[src/rtl/pulse_conv_pkg.sv]
// Shared constants for the pulse-to-level converters: FSM state codes and MODE
// names. Each MODE string is zero-padded on the left to MODE_W bits so that values compare equal.
package pulse_conv_pkg;

    localparam int MODE_W = 72;

    localparam logic [MODE_W-1:0] MODE_STRETCH   = {16'h0, "stretch"};
    localparam logic [MODE_W-1:0] MODE_TOGGLE    = {24'h0, "toggle"};
    localparam logic [MODE_W-1:0] MODE_HANDSHAKE = "handshake";

    localparam logic [1:0] ST_IDLE         = 2'd0;
    localparam logic [1:0] ST_HOLD         = 2'd1;
    localparam logic [1:0] ST_REQ          = 2'd2;
    localparam logic [1:0] ST_WAIT_ACK_LOW = 2'd3;

    localparam logic [1:0] MID_NONE      = 2'd0;
    localparam logic [1:0] MID_STRETCH   = 2'd1;
    localparam logic [1:0] MID_TOGGLE    = 2'd2;
    localparam logic [1:0] MID_HANDSHAKE = 2'd3;

    function automatic logic [1:0] mode_id(input logic [MODE_W-1:0] m);
        if (m == MODE_STRETCH)   return MID_STRETCH;
        if (m == MODE_TOGGLE)    return MID_TOGGLE;
        if (m == MODE_HANDSHAKE) return MID_HANDSHAKE;
        return MID_NONE;
    endfunction

endpackage

[src/rtl/pulse2level_hold_cnt.sv]
// Down-counter with a synchronous load and decrement, plus a zero flag.
module pulse2level_hold_cnt #(
    parameter int W = 3
) (
    input  logic         clk,
    input  logic         rst_n,
    input  logic         load_i,
    input  logic [W-1:0] load_val_i,
    input  logic         dec_i,
    output logic [W-1:0] cnt_o,
    output logic         zero_o
);

    logic [W-1:0] cnt_q, cnt_d;

    always_comb begin
        cnt_d = cnt_q;
        if (load_i)
            cnt_d = load_val_i;
        else if (dec_i)
            cnt_d = cnt_q - W'(1);
    end

    always_ff @(posedge clk or negedge rst_n) begin
        if (!rst_n) cnt_q <= '0;
        else        cnt_q <= cnt_d;
    end

    assign cnt_o  = cnt_q;
    assign zero_o = (cnt_q == '0);

endmodule

[src/rtl/pulse2level.sv]
// Converts single-cycle event pulses into a level: stretched, toggled, or held
// until a req/ack handshake completes. All outputs come directly from registers.
module pulse2level
    import pulse_conv_pkg::*;
#(
    parameter logic [MODE_W-1:0] MODE                  = MODE_STRETCH,
    parameter int                HOLD_CYCLES           = 4,
    parameter int                RETRIGGER             = 1,
    parameter int                PULSE_ACTIVE_POLARITY = 1,
    parameter int                LEVEL_ACTIVE_POLARITY = 1,
    parameter int                SYNC                  = 1
) (
    input  logic clk,
    input  logic rst,
    input  logic pulse_in,
    input  logic ack_in,
    output logic level_out,
    output logic busy,
    output logic missed
);

    localparam logic [1:0] MID    = mode_id(MODE);
    localparam int         CW     = $clog2(HOLD_CYCLES + 1);
    localparam logic       LVL_ON = (LEVEL_ACTIVE_POLARITY != 0);
    localparam logic       RETRIG = (RETRIGGER != 0);

    logic p_raw, p;
    assign p_raw = (PULSE_ACTIVE_POLARITY != 0) ? pulse_in : ~pulse_in;

    generate
        if (SYNC > 0) begin : g_sync
            logic p_q;
            always_ff @(posedge clk or negedge rst) begin
                if (!rst) p_q <= 1'b0;
                else      p_q <= p_raw;
            end
            assign p = p_q;
        end else begin : g_nosync
            assign p = p_raw;
        end
    endgenerate

    logic [1:0]    state_q, state_d;
    logic          pend_q, pend_d;
    logic          miss_q, miss_d;
    logic          level_q, level_d;
    logic          act_q, act_d;
    logic          cnt_load, cnt_dec, cnt_zero;
    logic [CW-1:0] cnt;

    assign act_q = (level_q == LVL_ON);

    pulse2level_hold_cnt #(.W(CW)) u_hold_cnt (
        .clk        (clk),
        .rst_n      (rst),
        .load_i     (cnt_load),
        .load_val_i (CW'(HOLD_CYCLES - 1)),
        .dec_i      (cnt_dec),
        .cnt_o      (cnt),
        .zero_o     (cnt_zero)
    );

    always_comb begin
        state_d  = state_q;
        pend_d   = pend_q;
        miss_d   = 1'b0;
        act_d    = 1'b0;
        cnt_load = 1'b0;
        cnt_dec  = 1'b0;
        case (MID)
            MID_STRETCH: begin
                case (state_q)
                    ST_IDLE: if (p) begin
                        state_d  = ST_HOLD;
                        cnt_load = 1'b1;
                    end
                    ST_HOLD: begin
                        if (p && RETRIG) begin
                            cnt_load = 1'b1;
                        end else begin
                            miss_d = p;
                            if (cnt_zero) state_d = ST_IDLE;
                            else          cnt_dec = 1'b1;
                        end
                    end
                    default: state_d = ST_IDLE;
                endcase
                act_d = (state_d == ST_HOLD);
            end
            MID_TOGGLE: begin
                state_d = ST_IDLE;
                act_d   = p ? ~act_q : act_q;
            end
            MID_HANDSHAKE: begin
                // A pulse in the same cycle that WAIT_ACK_LOW exits is queued first, so it can start the next REQ directly.
                if (state_q != ST_IDLE && p) begin
                    if (RETRIG && !pend_q) pend_d = 1'b1;
                    else                   miss_d = 1'b1;
                end
                case (state_q)
                    ST_IDLE: if (p) state_d = ST_REQ;
                    ST_REQ:  if (ack_in) state_d = ST_WAIT_ACK_LOW;
                    ST_WAIT_ACK_LOW: if (!ack_in) begin
                        if (pend_d) begin
                            state_d = ST_REQ;
                            pend_d  = 1'b0;
                        end else begin
                            state_d = ST_IDLE;
                        end
                    end
                    default: state_d = ST_IDLE;
                endcase
                act_d = (state_d == ST_REQ);
            end
            default: state_d = ST_IDLE;
        endcase
        level_d = act_d ? LVL_ON : ~LVL_ON;
    end

    always_ff @(posedge clk or negedge rst) begin
        if (!rst) begin
            state_q <= ST_IDLE;
            pend_q  <= 1'b0;
            miss_q  <= 1'b0;
            level_q <= ~LVL_ON;
        end else begin
            state_q <= state_d;
            pend_q  <= pend_d;
            miss_q  <= miss_d;
            level_q <= level_d;
        end
    end

    assign level_out = level_q;
    assign busy      = (state_q != ST_IDLE);
    assign missed    = miss_q;

endmodule

[config.mk]
export PLATFORM = sky130hd
export DESIGN_NAME = pulse2level
export DESIGN_NICKNAME = d
export VERILOG_FILES = /design/src/rtl/pulse_conv_pkg.sv /design/src/rtl/pulse2level_hold_cnt.sv /design/src/rtl/pulse2level.sv
export SDC_FILE = /design/constraint.sdc
export NUM_CORES = 1
export LEC_CHECK = 0
export ABC_CLOCK_PERIOD_IN_PS = 4000
export BUFFER_PORTS_ARGS = -buffer_cell sky130_fd_sc_hd__buf_4
export CAP_MARGIN = 20
export CORE_AREA = 2 2 39 41
export CTS_CLUSTER_SIZE = 30
export DETAILED_ROUTE_END_ITERATION = 7
export DIE_AREA = 0 0 41 43
export GPL_TIMING_DRIVEN = 0
export HOLD_SLACK_MARGIN = 0.06
export PLACE_DENSITY = 0.42
export SYNTH_ARGS = -nofsm -noshare
export SYNTH_HDL_FRONTEND = slang
export SYNTH_SLANG_ARGS = --single-unit
[constraint.sdc]
create_clock -name clk -period 4 [get_ports clk]
set_input_delay 0.4 -clock clk [delete_from_list [all_inputs] [get_ports clk]]
set_output_delay 0.4 -clock clk [all_outputs]
set_load 0.01 [all_outputs]
* Word-level counts from Yosys, hierarchy flattened
Index checks and enable logic that the tools add are counted.
Operators by class: reductions and logical operators 5, div/mod/pow operators 0, order comparisons 0, equal/unequal tests 2, add/sub/neg operators 1, bitwise operators 0, shift-type cells 0, $mul 0, multiplexer cells 12
Operator list (count):
- $mux 1 | 6
- $mux 2 | 3
- $mux 3 | 2
- $eq 2x1->1 const B | 2
- $pmux 2 s2 | 1
- $reduce_bool 2->1 | 2
- $logic_not 3->1 | 1
- $sub 3x1->3 const B | 1
- $logic_not 2->1 | 1
- $reduce_or 2->1 | 1
Storage, ports and cells: memory bits (read-only) 0, output and inout port bits 3, flip-flop bits (word level) 7, bits in latches 0, memory bits (writable) 0, input port bits 4, memories kept 0, word-level logic and storage cells 24

* Depth between registers and ports, before layout
depth in word-level cells 6, gate-level depth with buffers 5, depth with buffers taken out 5

* Hierarchy
From an unflattened synthesis, not the netlist that was laid out.
Second synthesis, totals: cells, all modules 33, area total of the unflattened synthesis 334.1 um^2
By module, submodules not included:
- pulse2level_hold_cnt | seq. area each 75.1 um^2, instances 1, area each 171.4 um^2, cells an instance 19
- pulse2level | seq. area each 100.1 um^2, instances 1, area each 162.7 um^2, cells an instance 14

* Least setup slack after synthesis
Ideal clock, no wire load.
kind reg-to-reg, from register u_hold_cnt.cnt_q[0] (netlist: u_hold_cnt.cnt_o[0]), to register u_hold_cnt.cnt_q[0] (netlist: u_hold_cnt.cnt_o[0]), clock period less this slack 1.269 ns, required time 3.874 ns, library setup time 0.126 ns, path buffers 0, setup slack 2.731 ns, stages on the path, launching flop included 6, data arrival time 1.143 ns, cells stage by stage dfrtp_1 > inv_1 > ha_1 > nand2b_4 > and2_4 > o311a_1
Between the ends: cells in the longest elaborated chain, start to end 5
RTL lines:
- from (decl) | RTL line pulse2level_hold_cnt.sv:14 | logic [W-1:0] cnt_q, cnt_d;
- from (signal assigned) | RTL line pulse2level_hold_cnt.sv:26 | else cnt_q <= cnt_d;
- branches (longest 5 deep; another with $sub 3x1->3)
Parallel ways; which one is timed is not known. The select of a mux whose other input is x is not followed. A chain may end at the register's enable or synchronous reset.

* Worst setup path after layout
from register state_q[1], to output port busy
Between the ends: cells in the longest elaborated chain, start to end 1
RTL lines:
- from (decl) | RTL line pulse2level.sv:43 | logic [1:0] state_q, state_d;
- from (signal assigned) | RTL line pulse2level.sv:127 | state_q <= state_d;
- $reduce_bool 2->1 | RTL line pulse2level.sv:135 | assign busy = (state_q != ST_IDLE);
- to (decl) | RTL line pulse2level.sv:18 | output logic busy,
No other way between the ends.

==> metrics.txt <==
pwr/cell area 432 nW/um^2; share of the synthesized area in the top cell type 53.4%; sequential area share after synthesis 53.4%; Required @ worst endpoint 3.60 ns; internal power 0.134 mW; min Tclk post-route 1.53 ns; CTS buffer count 3; Post-Route WL 508 microns; clock latency on the worst-skew pair 0.24 ns; first-pass GRT wire length 814 microns; top post-synthesis cells by count dfrtp_1, nor2_1, nand2_1, nand4_1; # DRC 0; initial core utilization 23.7%; Initial DRC Count 6; r2r setup slk 2.63 ns; leakage power 0.206 nW; Async SR Flop Fraction 100%; CTS sink count 7; RSZ-0062 raised after global routing false; root buf cell clkbuf_4; IO Count 7; Max Cap Viol 0; mapped cell area 328 sq um; Setup Viol. Count Final 0; P&R area growth vs syn 27.5%; Pre-antenna DRT Iters 3; H-Tree Depth 1; Synth warnings 0; critical-path cell list or2_2 > buf_4; run status completed; NumNets Final 48; Tot GR Track Use 7.83%; clock-pin slew on the worst setup and hold paths 0.05 ns; vias in the first global route 250; crit path DAT 1.13 ns; Finished Cell Area 418 sq um; post-CTS sizing 0; Die ar. 1760 sq um; Max Slew Vio Count 0; num rows 14; post-DR vias/cell 4.19; Crit Path Class reg2out; GP Congestion 0.749; Placed Area 382 sq um; CP Max Fanout 7; CTS tree yes; Post-synth EDFFs 0; # diodes 0; Post-DRT Antenna Nets 0; Max VDD drop 0.145 mV; #FFs+latches synth 7; Die X 41 microns; Critical Path End Type output port; Setup Fix Bufs, Post-CTS 0; DIE HEIGHT 43 microns; Clock power frac 33.3%; via count 239; Reg power frac 47.5%; Hold Slack 0.262 ns; cell family with most CP delay flip-flops; Routed WL per cell 8.91 microns; highest clock rate 654 MHz; Hold Vio Cnt, Final 0; initial antenna violation count 0; final worst-path cycle share 38.3%; largest net degree at the start of global routing 8; fraction of layout cells with a size suffix above 1 26.8%; Switch Pwr 0.0461 mW; setup TNS 0 ns; synth top area cells dfrtp_1, ha_1, o311a_1; hpwl dp 410 microns; Net Sw Frac 25.6%; count leader, synth dfrtp_1; Buf/Inv on CP 1; top_reg_cell synth dfrtp_1; cell taking the most area after synthesis dfrtp_1; I/O Buffers 4; Slowest-stage cell, CP dfrtp_1; core area 1380 sq um; worst hold path type in2reg; Remaining Overflow, GRT 0; critical path startpoint category flop; Mean Syn Cell Area 10.6 sq um; worst clock skew 0.00143 ns; distinct cell type count after synthesis 14; CP max stage delay 0.43 ns; combinational share of power 19.2%; Max clock buf depth 2; Post-Syn Instances 31
[cell families after synthesis]
kind of cell	count (synthesis)	synth area share, %
adders and majority gates	2	7.63
DFF	7	53.4
other	1	1.14
buffers and inverters	3	4.58
AOI/OAI and AO/OA	5	10.7
and+or+nand+nor	13	22.5
[area by class of cell]
class / count / area (sq um)
Clock buffer: 4 / 26.3
Multi-Input combinational cell: 22 / 141
Buffer: 1 / 7.51
Timing Repair Buffer: 5 / 40.0
Tap cell: 16 / 20.0
Inverter: 2 / 7.51
Fill cell: 147 / 966
Sequential cell: 7 / 175
[cell usage in the layout (no fill, tap or decap)]
cell type      netlist  final
nand2b_4             1      1
inv_1                2      2
dlygate4sd3_1        0      1
conb_1               1      2
a21oi_1              2      2
clkbuf_4             0      3
or2_2                1      1
o21ai_0              1      1
and2_4               1      1
ha_1                 2      2
dfrtp_1              7      7
o311a_1              2      2
clkbuf_1             0      1
nand4_1              3      3
buf_4                1      5
nand2_1              3      3
nor2_1               4      4
[path summary, 6_finish.rpt]
path | to | cells after the start | start
min in group asynchronous | state_q[1] | 2 | rst
max in group asynchronous | level_out | 2 | rst
hold / removal | g_sync.p_q | 1 | pulse_in
hold reg to reg | u_hold_cnt.cnt_o[1] | 1 | u_hold_cnt.cnt_o[1]
setup reg to reg | u_hold_cnt.cnt_o[0] | 5 | u_hold_cnt.cnt_o[0]
setup / recovery | busy | 2 | state_q[1]
[routing by layer]
layer / wire [microns] / vias to the layer above / part of all wire (%) / track usage (%)
li1: - / 124 / - / -
met1: 189 / 111 / 37 / 6.02
met2: 300 / 2 / 59 / 10.0
met3: 8 / 2 / 1.6 / 1.57
met4: 10 / 0 / 2.0 / 16.0
met5: 0 / - / 0 / 0
[metrics by stage]
stage          util (%)  cells  setup WS, ns  power [mW]
2_1_floorplan         -     32          2.73       0.110
3_3_place_gp       27.6     52          2.67       0.119
3_5_place_dp       27.6     52          2.64       0.121
4_1_cts            30.2     57          2.45       0.185
5_1_grt            30.2     57          2.41       0.197
6_report           30.2     57          2.47       0.180
[registers in the layout, summed over array words and instances, names as in the netlist]
name              flops
u_hold_cnt.cnt_o      3
state_q               2
g_sync.p_q            1
level_out             1
[timing repair]
item | 4_1_cts | 5_1_grt
endpoints found under the hold margin | 7 | 0
hold buffers | 1 | 0
endpoints found under the setup margin | 0 | 0
[power groups by stage]
| stage | sequential, mW | clock [mW] | combinational [mW] |
|---|---|---|---|
| final | 0.0858 | 0.0600 | 0.0346 |
| after global routing | 0.0866 | 0.0711 | 0.0392 |
| after CTS | 0.0855 | 0.0646 | 0.0350 |
| after detailed placement | 0.0867 | 0 | 0.0341 |
| after global placement | 0.0866 | 0 | 0.0319 |
| after floorplan | 0.0858 | 0 | 0.0238 |
No activity file was read; power rests on OpenSTA's default activity.
